===== config.mk =====
export PLATFORM = sky130hd
export DESIGN_NAME = regfile_access_ctrl
export DESIGN_NICKNAME = d
export VERILOG_FILES = /design/src/rtl/regfile_access_ctrl.sv
export SDC_FILE = /design/constraint.sdc
export NUM_CORES = 1
export LEC_CHECK = 0
export ABC_AREA = 0
export CAP_MARGIN = 20
export CORE_UTILIZATION = 43
export DETAILED_ROUTE_END_ITERATION = 10
export PLACE_DENSITY = 0.83
export REMOVE_ABC_BUFFERS = 1
export SYNTH_ARGS = -nofsm -noshare
export SYNTH_HDL_FRONTEND = slang
export SYNTH_SLANG_ARGS = --single-unit

===== constraint.sdc =====
create_clock -name clk -period 4.38 [get_ports clk]
set_input_delay 0.876 -clock clk [delete_from_list [all_inputs] [get_ports clk]]
set_output_delay 0.876 -clock clk [all_outputs]
set_load 0.02 [all_outputs]

===== src/rtl/regfile_access_ctrl.sv =====
// Multicycle register-file access controller.
// Latches an instruction on s and sequences reads, loads and one write.
module regfile_access_ctrl #(
    parameter int DATA_W = 16
) (
    input  logic              clk,
    input  logic              reset,
    input  logic              s,
    input  logic [15:0]       instruction,
    output logic              w,
    output logic [2:0]        readnum,
    output logic [2:0]        writenum,
    output logic              write,
    output logic              loada,
    output logic              loadb,
    output logic              loadc,
    output logic              loads,
    output logic              asel,
    output logic              bsel,
    output logic [1:0]        vsel,
    output logic [1:0]        shift,
    output logic [1:0]        ALUop,
    output logic [DATA_W-1:0] sximm8
);

    typedef enum logic [2:0] {
        S_WAIT,
        S_DECODE,
        S_WR_IMM,
        S_GET_A,
        S_GET_B,
        S_EXEC,
        S_WR_REG
    } state_t;

    state_t      state;
    state_t      state_nxt;
    logic [15:0] ir;

    logic [2:0] opcode;
    logic [1:0] op;
    logic [2:0] rn;
    logic [2:0] rd;
    logic [2:0] rm;

    logic is_mov_imm;
    logic is_mov_reg;
    logic is_mvn;
    logic is_alu;
    logic is_cmp;

    assign opcode = ir[15:13];
    assign op     = ir[12:11];
    assign rn     = ir[10:8];
    assign rd     = ir[7:5];
    assign rm     = ir[2:0];

    assign is_mov_imm = (opcode == 3'b110) && (op == 2'b10);
    assign is_mov_reg = (opcode == 3'b110) && (op == 2'b00);
    assign is_mvn     = (opcode == 3'b101) && (op == 2'b11);
    assign is_alu     = (opcode == 3'b101) && (op != 2'b11);
    assign is_cmp     = (opcode == 3'b101) && (op == 2'b01);

    // Datapath fields come straight from the held instruction.
    assign shift  = ir[4:3];
    assign ALUop  = (opcode == 3'b101) ? op : 2'b00;
    assign sximm8 = DATA_W'($signed(ir[7:0]));

    // State register and instruction latch; IR only loads when accepting s.
    always_ff @(posedge clk) begin
        if (reset) begin
            state <= S_WAIT;
            ir    <= '0;
        end else begin
            state <= state_nxt;
            if (state == S_WAIT && s) begin
                ir <= instruction;
            end
        end
    end

    // Next-state and Moore output decode from state and IR.
    always_comb begin
        state_nxt = state;
        w         = 1'b0;
        readnum   = 3'd0;
        writenum  = 3'd0;
        write     = 1'b0;
        loada     = 1'b0;
        loadb     = 1'b0;
        loadc     = 1'b0;
        loads     = 1'b0;
        asel      = 1'b0;
        bsel      = 1'b0;
        vsel      = 2'b00;
        unique case (state)
            S_WAIT: begin
                w = 1'b1;
                if (s) begin
                    state_nxt = S_DECODE;
                end
            end
            S_DECODE: begin
                if (is_mov_imm) begin
                    state_nxt = S_WR_IMM;
                end else if (is_mov_reg || is_mvn) begin
                    state_nxt = S_GET_B;
                end else if (is_alu) begin
                    state_nxt = S_GET_A;
                end else begin
                    state_nxt = S_WAIT;
                end
            end
            S_WR_IMM: begin
                writenum  = rn;
                vsel      = 2'b10;
                write     = 1'b1;
                state_nxt = S_WAIT;
            end
            S_GET_A: begin
                readnum   = rn;
                loada     = 1'b1;
                state_nxt = S_GET_B;
            end
            S_GET_B: begin
                readnum   = rm;
                loadb     = 1'b1;
                state_nxt = S_EXEC;
            end
            S_EXEC: begin
                asel = is_mov_reg || is_mvn;
                if (is_cmp) begin
                    loads     = 1'b1;
                    state_nxt = S_WAIT;
                end else begin
                    loadc     = 1'b1;
                    state_nxt = S_WR_REG;
                end
            end
            S_WR_REG: begin
                writenum  = rd;
                vsel      = 2'b00;
                write     = 1'b1;
                state_nxt = S_WAIT;
            end
            default: begin
                state_nxt = S_WAIT;
            end
        endcase
    end

endmodule


## Word level (Yosys, flattened, before mapping)

Index checks and enable logic that the tools add are counted.

| storage, ports and cells | value |
|---|---|
| bits in registers | 19 |
| input bits | 19 |
| output and inout port bits | 36 |
| word-level logic and storage cells | 44 |

| cells by class | value |
|---|---|
| equal/unequal tests | 13 |
| mux-type cells | 19 |
| reduce and logical (&&, ||, !) cells | 10 |

Operators with widths:

| kind | number |
|---|---|
| $eq A3 B3 Y1 const B | 5 |
| $pmux W3 S5 | 1 |
| $mux W3 | 4 |
| $pmux W3 S2 | 2 |
| $mux W1 | 9 |
| $eq A3 B2 Y1 const B | 2 |
| $logic_and A1 B1 Y1 | 6 |
| $mux W2 | 3 |
| $eq A2 B2 Y1 const B | 2 |
| $ne A2 B2 Y1 const B | 2 |
| $eq A3 B1 Y1 const B | 1 |
| $logic_not A3 Y1 | 1 |
| $eq A2 B1 Y1 const B | 1 |
| $logic_not A2 Y1 | 1 |
| $reduce_or A2 Y1 | 1 |
| $logic_or A1 B1 Y1 | 1 |

## Depth between registers and ports, before layout

Gate-level depths: netlist of the first run.

| logic depth | value |
|---|---|
| depth after elaboration | 6 |
| gate-level depth with buffers | 5 |

## Worst setup path before layout of the first run

OpenSTA, ideal clock, no wires.

| path | value |
|---|---|
| kind | register to output |
| from | register state[2] |
| to | output port loads |
| arrival | 1455 ps |
| required time | 3504 ps |
| slack | 2049 ps |
| cell stages (with the launch flop) | 5 |
| path through | dfxtp_1 > buf_4 > inv_1 > or2_2 > nor3_1 |

| between the ends | value |
|---|---|
| longest elaborated chain between the ends | 2 |

RTL lines:

| what | line | RTL |
|---|---|---|
| from (decl) | 36 | `state_t state;` |
| from (signal assigned) | 75 | `state <= state_nxt;` |
| $eq A3 B3 Y1 | 96 | `unique case (state)` |
| $mux W1 | 96 |  |
| to (decl) | 17 | `output logic loads,` |

No other way between the ends.

## Final worst setup path of the first run

| path | value |
|---|---|
| from | register state[2] |
| to | output port loadc |

| between the ends | value |
|---|---|
| longest elaborated chain between the ends | 2 |

RTL lines:

| what | line | RTL |
|---|---|---|
| $eq A3 B3 Y1 | 96 |  |
| $mux W1 | 96 |  |
| to (decl) | 16 | `output logic loadc,` |

No other way between the ends.

==> results of run 1 <==
[through the flow]
step	setup WS, ps	area (sq um)	hold WS (ps)
2_1_floorplan	1520	925	442
3_3_place_gp	1630	1480	464
3_5_place_dp	1550	1480	467
4_1_cts	1200	1510	483
5_1_grt	1040	1510	518
6_report	1200	1510	479
[per-layer routing]
layer	track usage	share of wire	routed length (um)
met5	0	0	0
met4	0.0702	0.012	31
met3	0.0460	0.049	125
met2	0.340	0.49	1240
met1	0.246	0.45	1130
[critical path, cell delays in order (launching register included)]
cell and delay (ps):
dfxtp_1 720, inv_1 180, or2_2 350, nor2_1 120, clkdlybuf4s50_1 640
[cells in the final DEF (no fill, tap or decap)]
| cell type | count |
|---|---|
| or3b_1 | 1 |
| a311o_1 | 1 |
| and3b_1 | 1 |
| nor3b_1 | 1 |
| nor3_1 | 3 |
| nor4b_4 | 1 |
| nor4bb_1 | 2 |
| conb_1 | 2 |
| a21oi_1 | 17 |
| dfxtp_1 | 19 |
| nand2b_1 | 3 |
| clkinv_2 | 1 |
| nand2_1 | 33 |
| a211oi_1 | 3 |
| o311ai_0 | 1 |
| nor2_1 | 9 |
| inv_1 | 3 |
| clkdlybuf4s50_1 | 52 |
| and3_1 | 1 |
| clkbuf_4 | 3 |
| a22o_1 | 3 |
| o31a_1 | 1 |
| or4b_1 | 1 |
| mux2i_1 | 5 |
| nand3b_1 | 1 |
| and2_1 | 1 |
| or3b_2 | 1 |
| nand4b_1 | 1 |
| or2_2 | 1 |
[state kept, by name (all words and copies together) (netlist names)]
| name | cells |
|---|---|
| state | 3 |
| ir | 16 |
[where the power goes]
group	total [mW]	internal, mW	switching, mW
clock	0.0885	0.0340	0.0545
combinational	0.105	0.0542	0.0506
sequential	0.202	0.185	0.0172
[cells in the mapped netlist, drive strengths merged, types with 2 or more instances]
master and number:
mux2i 5, a21oi 17, nand2 33, clkbuf 3, nor3 3, nand2b 3
nor4bb 2, inv 3, or3b 2, a22o 3, dfxtp 19, a211oi 3
nor2 9, buf 26
[final cells by class]
type | instances | share of cell area
Inverter | 3 | 0.00746
Timing Repair Buffer | 52 | 0.345
Multi-Input combinational cell | 94 | 0.353
Clock buffer | 3 | 0.0149
Tap cell | 30 | 0.0249
Clock inverter | 1 | 0.00331
Sequential cell | 19 | 0.252
[cell families after synthesis]
kind of cell | count (synthesis)
mux | 5
compound gates | 26
simple gates | 61
buf+inv | 32
flops | 19
other cells | 1
[final timing paths]
check	end	slack (ps)	cells past startpoint
setup / recovery	loadc	1200	4
setup reg to reg	ir[1]	2610	3
hold reg to reg	ir[14]	480	2
hold / removal	ir[14]	480	2
==> results.py, run 1 <==
metrics = {
    "outcome": {
        "status": "complete, no violations",
    },
    "timing": {
        "drv_slew": 0,
        "tightest_slew_ps": 776,
        "setup_viol": 0,
        "min_period_over_period": 0.726,
        "fin_worst_skew_ps": 2.41,
        "max_freq_ghz": 0.315,
        "finalCriticalPeriod_ps": 3180,
        "slew_headroom": 0.480,
        "rsz0062_at_grt": "no",
        "setup_tns_ps": 0,
        "hold_viol": 0,
    },
    "hold_path": {
        "worstHoldStart": "ir[14]",
        "hold_path_class": "flip-flop to flip-flop",
    },
    "yosys": {
        "synth_cell_types": 30,
        "synthAdderAreaFrac": 0,
        "syn_inst": 144,
        "synthSimpleGateAreaFrac": 0.280,
        "syn_area_sq_um": 1120,
        "async_flop_share": 0,
        "synth_warnings": 0,
        "synth-compound-area-share": 0.144,
        "syn_area_per_cell_sq_um": 7.80,
        "synth_top_flop_cell": "dfxtp_1",
        "yosysSeqAreaShare": 0.339,
        "synth_top_cell_by_area": "dfxtp_1",
        "synthTopCellsByArea": "dfxtp_1 (34%), buf_4 (15%), nand2_1 (11%), a21oi_1 (7.6%), mux2i_1 (4.5%)",
        "synthMuxAreaShare": 0.0445,
        "ys_ff_latch": 19,
        "synth_xor_area_frac": 0,
        "synth_top_family_by_area": "simple AND/OR/NAND/NOR gates",
        "yosys.area.top_type_share": 0.339,
        "synth_edf_count": 0,
    },
    "worst_setup_path": {
        "critPathLaunch": "state[2]",
        "rr_startpoint": "state[2]",
        "end_kind": "primary output",
        "crit_required_ps": 3500,
        "critPathKind": "flip-flop to primary output",
        "cp_data_arrival_time_ps": 2300,
        "start_kind": "flip-flop",
        "crit_fanout": 16,
    },
    "global_route": {
        "grt_pass1_vias": 980,
        "track_usage": 0.201,
        "grt_max_degree": 20,
        "antenna_found_initial": 0,
        "overflow": 0,
        "grt_pass1_wl_um": 4140,
    },
    "job": {
        "maxCapViolations": 0,
    },
    "routing": {
        "drtIter0Drc": 15,
        "routed_wl_um": 2530,
        "final_antenna_net_count": 0,
        "vias": 1020,
        "via_per_inst": 5.05,
        "routedWlPerCell_um": 12.5,
        "drc": 0,
        "firstDrtPassIters": 4,
    },
    "cells_and_area": {
        "nFillCells": 210,
        "insertedDiodeCount": 0,
        "regArea_sq_um": 380,
        "finish.utilization": 0.610,
        "layout-drive-gt1-share": 0.0407,
        "final_nets": 192,
        "layoutNonFillerInstCount": 202,
        "areaGrowthSynthToFinish_pct": 34.4,
        "multi_input_area_sq_um": 533,
    },
    "cts": {
        "cts_tree": "yes",
        "clk_pin_slew_ps": 110,
        "h-tree-depth": 1,
        "cts.sinks": 19,
        "cts_buffers": 3,
        "cts_setup_buffers": 0,
        "clk_path_buf_depth": 2,
        "hold_buffers": 0,
        "insertion_delay_ps": 290,
        "cts_root_buf": "clkbuf_4",
        "cts_resized": 0,
    },
    "power_and_ir_drop": {
        "p_leak_nw": 0.543,
        "finalPower_uw": 396,
        "irDropWorstVdd_v": 0.000216,
        "power_per_cell_area_nw_per_um2": 262,
    },
    "die": {
        "rows": 18,
        "core_area_sq_um": 2480,
        "num_io_pins": 55,
        "initial_core_util": 0.454,
        "die_x_um": 53.1,
        "dieArea_sq_um": 2820,
        "die_h_um": 53.1,
    },
    "placed_design": {
        "post-dp-hpwl_um": 1950,
        "dp_cells": 198,
        "routabilityCongestion": 0.778,
        "portBuffers": 52,
    },
}
Power figures use the tool's default switching activity.
==> inputs of run 2 (changes only) <==
--- a/config.mk
+++ b/config.mk
@@ -7,9 +7,9 @@
 export LEC_CHECK = 0
 export ABC_AREA = 0
 export CAP_MARGIN = 20
-export CORE_UTILIZATION = 43
+export CORE_UTILIZATION = 40
 export DETAILED_ROUTE_END_ITERATION = 10
-export PLACE_DENSITY = 0.83
+export PLACE_DENSITY = 0.77
 export REMOVE_ABC_BUFFERS = 1
 export SYNTH_ARGS = -nofsm -noshare
 export SYNTH_HDL_FRONTEND = slang
==> constraint.sdc (replaced) <==
create_clock -name clk -period 3.1 [get_ports clk]
set_input_delay 0.62 -clock clk [delete_from_list [all_inputs] [get_ports clk]]
set_output_delay 0.62 -clock clk [all_outputs]
set_load 0.02 [all_outputs]
==> run 2 against run 1 <==
Hold slack better by 3.2 ps. Final cell count up 0.99%. Global-route usage down 0.75 points. Core utilization down 1.6 points. Critical path type unchanged. Sequential power up 41%. Critical endpoint is now loads. Combinational power up 45%.
==> results.py, run 2 (synthesis gave the netlist of run 1 again) <==
metrics = {
    "hold_path": {
        "hold_path_class": "flip-flop to flip-flop",
    },
    "worst_setup_path": {
        "start_kind": "flip-flop",
        "end_kind": "primary output",
        "crit_fanout": 12,
        "critPathKind": "flip-flop to primary output",
        "crit_required_ps": 2480,
        "cp_data_arrival_time_ps": 2090,
    },
    "timing": {
        "finalCriticalPeriod_ps": 2710,
        "drv_slew": 0,
        "setup_tns_ps": 0,
        "slew_headroom": 0.455,
        "fin_worst_skew_ps": 3.17,
        "max_freq_ghz": 0.370,
        "setup_viol": 0,
        "tightest_slew_ps": 815,
        "hold_viol": 0,
        "rsz0062_at_grt": "no",
        "min_period_over_period": 0.873,
    },
    "power_and_ir_drop": {
        "p_leak_nw": 0.550,
        "share_comb_of_total_power": 0.270,
        "power_frac_seq": 0.504,
        "p_int_uw": 390,
        "irDropWorstVdd_v": 0.000198,
        "clock_power_share": 0.226,
        "p_switching_uw": 175,
        "finalPower_uw": 565,
        "power_per_cell_area_nw_per_um2": 371,
        "swShare": 0.310,
    },
    "cells_and_area": {
        "largest_register_ffs": 16,
        "final_cell_mix": "clkdlybuf4s50_1 (52), nand2_1 (33), dfxtp_1 (19), a21oi_1 (17), nor2_1 (9)",
        "reg_top3": "ir: 16 flops, state: 3 flops",
        "regMostFlops": "ir",
        "layout_commonest_cell": "clkdlybuf4s50_1",
        "fin_area_sq_um": 1520,
        "nFillCells": 249,
        "areaGrowthSynthToFinish_pct": 35.6,
        "layout-drive-gt1-share": 0.0460,
        "insertedDiodeCount": 0,
        "final_nets": 194,
    },
    "routing": {
        "vias": 1042,
        "final_antenna_net_count": 0,
        "via_per_inst": 5.11,
        "routedWlPerCell_um": 13.9,
        "firstDrtPassIters": 4,
        "routed_wl_um": 2830,
        "drtIter0Drc": 25,
        "drc": 0,
    },
    "outcome": {
        "status": "complete, no violations",
    },
    "cts": {
        "cts_root_buf": "clkbuf_4",
        "cts.sinks": 19,
        "cts_tree": "yes",
        "cts_buffers": 3,
        "insertion_delay_ps": 300,
        "cts_setup_buffers": 0,
        "hold_buffers": 0,
        "clk_pin_slew_ps": 110,
        "clk_path_buf_depth": 2,
        "cts_resized": 0,
        "h-tree-depth": 1,
    },
    "placed_design": {
        "portBuffers": 52,
        "placed_cell_area_sq_um": 1500,
        "routabilityCongestion": 0.807,
        "post-dp-hpwl_um": 2120,
    },
    "die": {
        "core_area_sq_um": 2570,
        "rows": 18,
        "dieArea_sq_um": 3030,
        "die_x_um": 55,
        "die_h_um": 55,
        "initial_core_util": 0.438,
        "num_io_pins": 55,
    },
    "global_route": {
        "grt_max_degree": 17,
        "overflow": 0,
        "antenna_found_initial": 0,
        "grt_pass1_vias": 916,
        "track_usage": 0.193,
        "grt_pass1_wl_um": 4160,
    },
    "job": {
        "maxCapViolations": 0,
    },
}
## run 2: cell count changes in the layout (fill, tap and decap cells not counted)
cell	change
clkbuf_1	+1
clkinv_2	-1
buf_4	+2
## run 2: worst paths after layout
path,endpoint,depth (start not counted),startpoint,slack (ps)
setup / recovery,loads,4,state[0],390
setup reg to reg,ir[13],4,state[2],1300
hold reg to reg,ir[6],2,ir[6],480
hold / removal,ir[6],2,ir[6],480
## run 2: critical path, cell delays in order, from the launching register on
cell and delay [ps]:
dfxtp_1 580, nand2b_1 120, or2_2 320, nor3_1 140, clkdlybuf4s50_1 630
## run 2: layout make-up
class	instances	area [sq um]	area share
Clock buffer	4	26.3	0.0172
Inverter	3	11.3	0.00739
Multi-Input combinational cell	94	533	0.350
Sequential cell	19	380	0.250
Tap cell	30	37.5	0.0246
Timing Repair Buffer	54	536	0.351
## run 2: metal layers
layer	vias up	share of wire	global-route usage
li1	521	-	-
met4	0	0.014	0.0625
met5	-	0	0
met3	6	0.048	0.0410
met1	480	0.46	0.253
met2	35	0.48	0.313
## run 2: power groups by stage
stage / Sequential [mW] / Clock [mW] / Combinational [mW]
after floorplan: 0.307 / 0 / 0.0529
after global placement: 0.288 / 0 / 0.151
after detailed placement: 0.291 / 0 / 0.153
after CTS: 0.285 / 0.129 / 0.153
after global routing: 0.288 / 0.145 / 0.163
final: 0.285 / 0.128 / 0.152
## run 2: per-stage QoR
stage | instances | hold slack [ps] | setup WS (ps) | utilization
floorplan | 116 | 442 | 493 | -
global placement | 200 | 460 | 795 | 0.583
detailed placement | 200 | 466 | 729 | 0.583
CTS | 204 | 485 | 394 | 0.594
global route | 204 | 507 | 281 | 0.594
finish | 204 | 482 | 395 | 0.594
==> inputs of run 3 (changes only) <==
--- a/config.mk
+++ b/config.mk
@@ -9,6 +9,7 @@
 export CAP_MARGIN = 20
 export CORE_UTILIZATION = 40
 export DETAILED_ROUTE_END_ITERATION = 10
+export GPL_TIMING_DRIVEN = 0
 export PLACE_DENSITY = 0.77
 export REMOVE_ABC_BUFFERS = 1
 export SYNTH_ARGS = -nofsm -noshare
==> run 3 against run 2 <==
Global-route usage fell by 1.5 points. Total power fell by 0.63%. Critical endpoint unchanged. Register-to-register slack improved by 140 ps. Highest routed layer is now met3.
==> results.py, run 3 (synthesis gave the netlist of run 1 again) <==
metrics = {
    "cells_and_area": {
        "insertedDiodeCount": 0,
        "layout-drive-gt1-share": 0.0465,
        "regMostFlops": "ir",
        "layout_commonest_cell": "clkdlybuf4s50_1",
        "final_nets": 192,
        "areaGrowthSynthToFinish_pct": 34.5,
        "largest_register_ffs": 16,
        "layoutNonFillerInstCount": 202,
        "final_cell_mix": "clkdlybuf4s50_1 (52), nand2_1 (33), dfxtp_1 (18), a21oi_1 (17), nor2_1 (9)",
        "reg_top3": "ir: 16 flops, state: 3 flops",
    },
    "timing": {
        "tightest_slew_ps": 846,
        "hold_viol": 0,
        "slew_headroom": 0.434,
        "drv_slew": 0,
        "fin_worst_skew_ps": 0.968,
        "postLayoutSetupSlackWorst_ps": 317,
        "max_freq_ghz": 0.359,
        "finalCriticalPeriod_ps": 2780,
        "rsz0062_at_grt": "no",
        "min_period_over_period": 0.898,
        "setup_viol": 0,
        "setup_tns_ps": 0,
    },
    "global_route": {
        "overflow": 0,
        "grt_max_degree": 20,
        "grt_pass1_vias": 826,
        "track_usage": 0.178,
        "grt_pass1_wl_um": 3820,
        "antenna_found_initial": 0,
    },
    "cts": {
        "cts.sinks": 19,
        "clk_pin_slew_ps": 110,
        "insertion_delay_ps": 300,
        "h-tree-depth": 1,
        "cts_tree": "yes",
        "cts_root_buf": "clkbuf_4",
        "cts_setup_buffers": 0,
        "hold_buffers": 0,
        "clk_path_buf_depth": 2,
        "cts_buffers": 3,
    },
    "power_and_ir_drop": {
        "finalPower_uw": 561,
        "power_per_cell_area_nw_per_um2": 371,
        "p_leak_nw": 0.543,
        "irDropWorstVdd_v": 0.000328,
    },
    "placed_design": {
        "post-dp-hpwl_um": 1970,
        "dp_cells": 198,
        "routabilityCongestion": 0.768,
        "portBuffers": 52,
        "dp_slack_ps": 431,
    },
    "routing": {
        "routed_wl_um": 2660,
        "drtIter0Drc": 5,
        "firstDrtPassIters": 4,
        "final_antenna_net_count": 0,
        "via_per_inst": 5.01,
        "drc": 0,
        "routedWlPerCell_um": 13.2,
        "vias": 1013,
    },
    "worst_setup_path": {
        "cp_data_arrival_time_ps": 2160,
        "crit_fanout": 16,
        "start_kind": "flip-flop",
        "crit_required_ps": 2480,
        "rrSetupSlack_ps": 1440,
        "critPathKind": "flip-flop to primary output",
        "end_kind": "primary output",
    },
    "outcome": {
        "status": "complete, no violations",
    },
    "die": {
        "die_x_um": 55,
        "die_h_um": 55,
        "num_io_pins": 55,
        "rows": 18,
        "dieArea_sq_um": 3030,
        "initial_core_util": 0.438,
        "core_area_sq_um": 2570,
    },
    "hold_path": {
        "hold_path_class": "flip-flop to flip-flop",
    },
    "job": {
        "maxCapViolations": 0,
    },
}
-- run 3: worst max-delay path: stages, from the launching register on --
cell and delay [ps]:
dfxtp_2 550, inv_1 140, or2_2 350, nor3_1 180, clkdlybuf4s50_1 650
-- run 3: path summary, 6_finish.rpt --
kind	start	endpoint	cells past startpoint
worst min-delay path	ir[4]	ir[4]	2
worst max register to register	state[0]	ir[7]	3
worst min register to register	ir[4]	ir[4]	2
worst max-delay path	state[2]	loads	4
-- run 3: area by class of cell --
| type | instances | area [sq um] |
|---|---|---|
| well taps | 30 | 37.5 |
| flip-flops and latches | 19 | 382 |
| repair buffers | 52 | 520 |
| clock buffers | 3 | 22.5 |
| inverters | 3 | 11.3 |
| clock inverters | 1 | 5.00 |
| multi-input cells | 94 | 533 |
| fillers | 242 | 1060 |
-- run 3: power by group --
part	total [mW]	leakage [nW]	switching, mW	internal, mW
registers	0.286	0.156	0.0246	0.262
logic	0.148	0.369	0.0714	0.0766
clock network	0.127	0.0177	0.0786	0.0481
total	0.561	0.543	0.175	0.387
-- run 3: routing by layer --
layer / routed length, um / global-route usage
met1: 1220 / 0.229
met2: 1320 / 0.293
met3: 125 / 0.0601
met4: 0 / 0.0250
met5: 0 / 0
-- run 3: repair_timing --
item	4_1_cts	5_1_grt
hold endpoints to repair	0	0
setup endpoints to repair	0	3
gates resized for setup	0	1
-- run 3: stage by stage --
step | utilization | area, sq um | hold WS (ps)
4_1_cts | 0.588 | 1510 | 485
3_3_place_gp | 0.577 | 1480 | 459
3_5_place_dp | 0.577 | 1480 | 466
5_1_grt | 0.589 | 1510 | 500
2_1_floorplan | - | 925 | 442
6_report | 0.589 | 1510 | 486
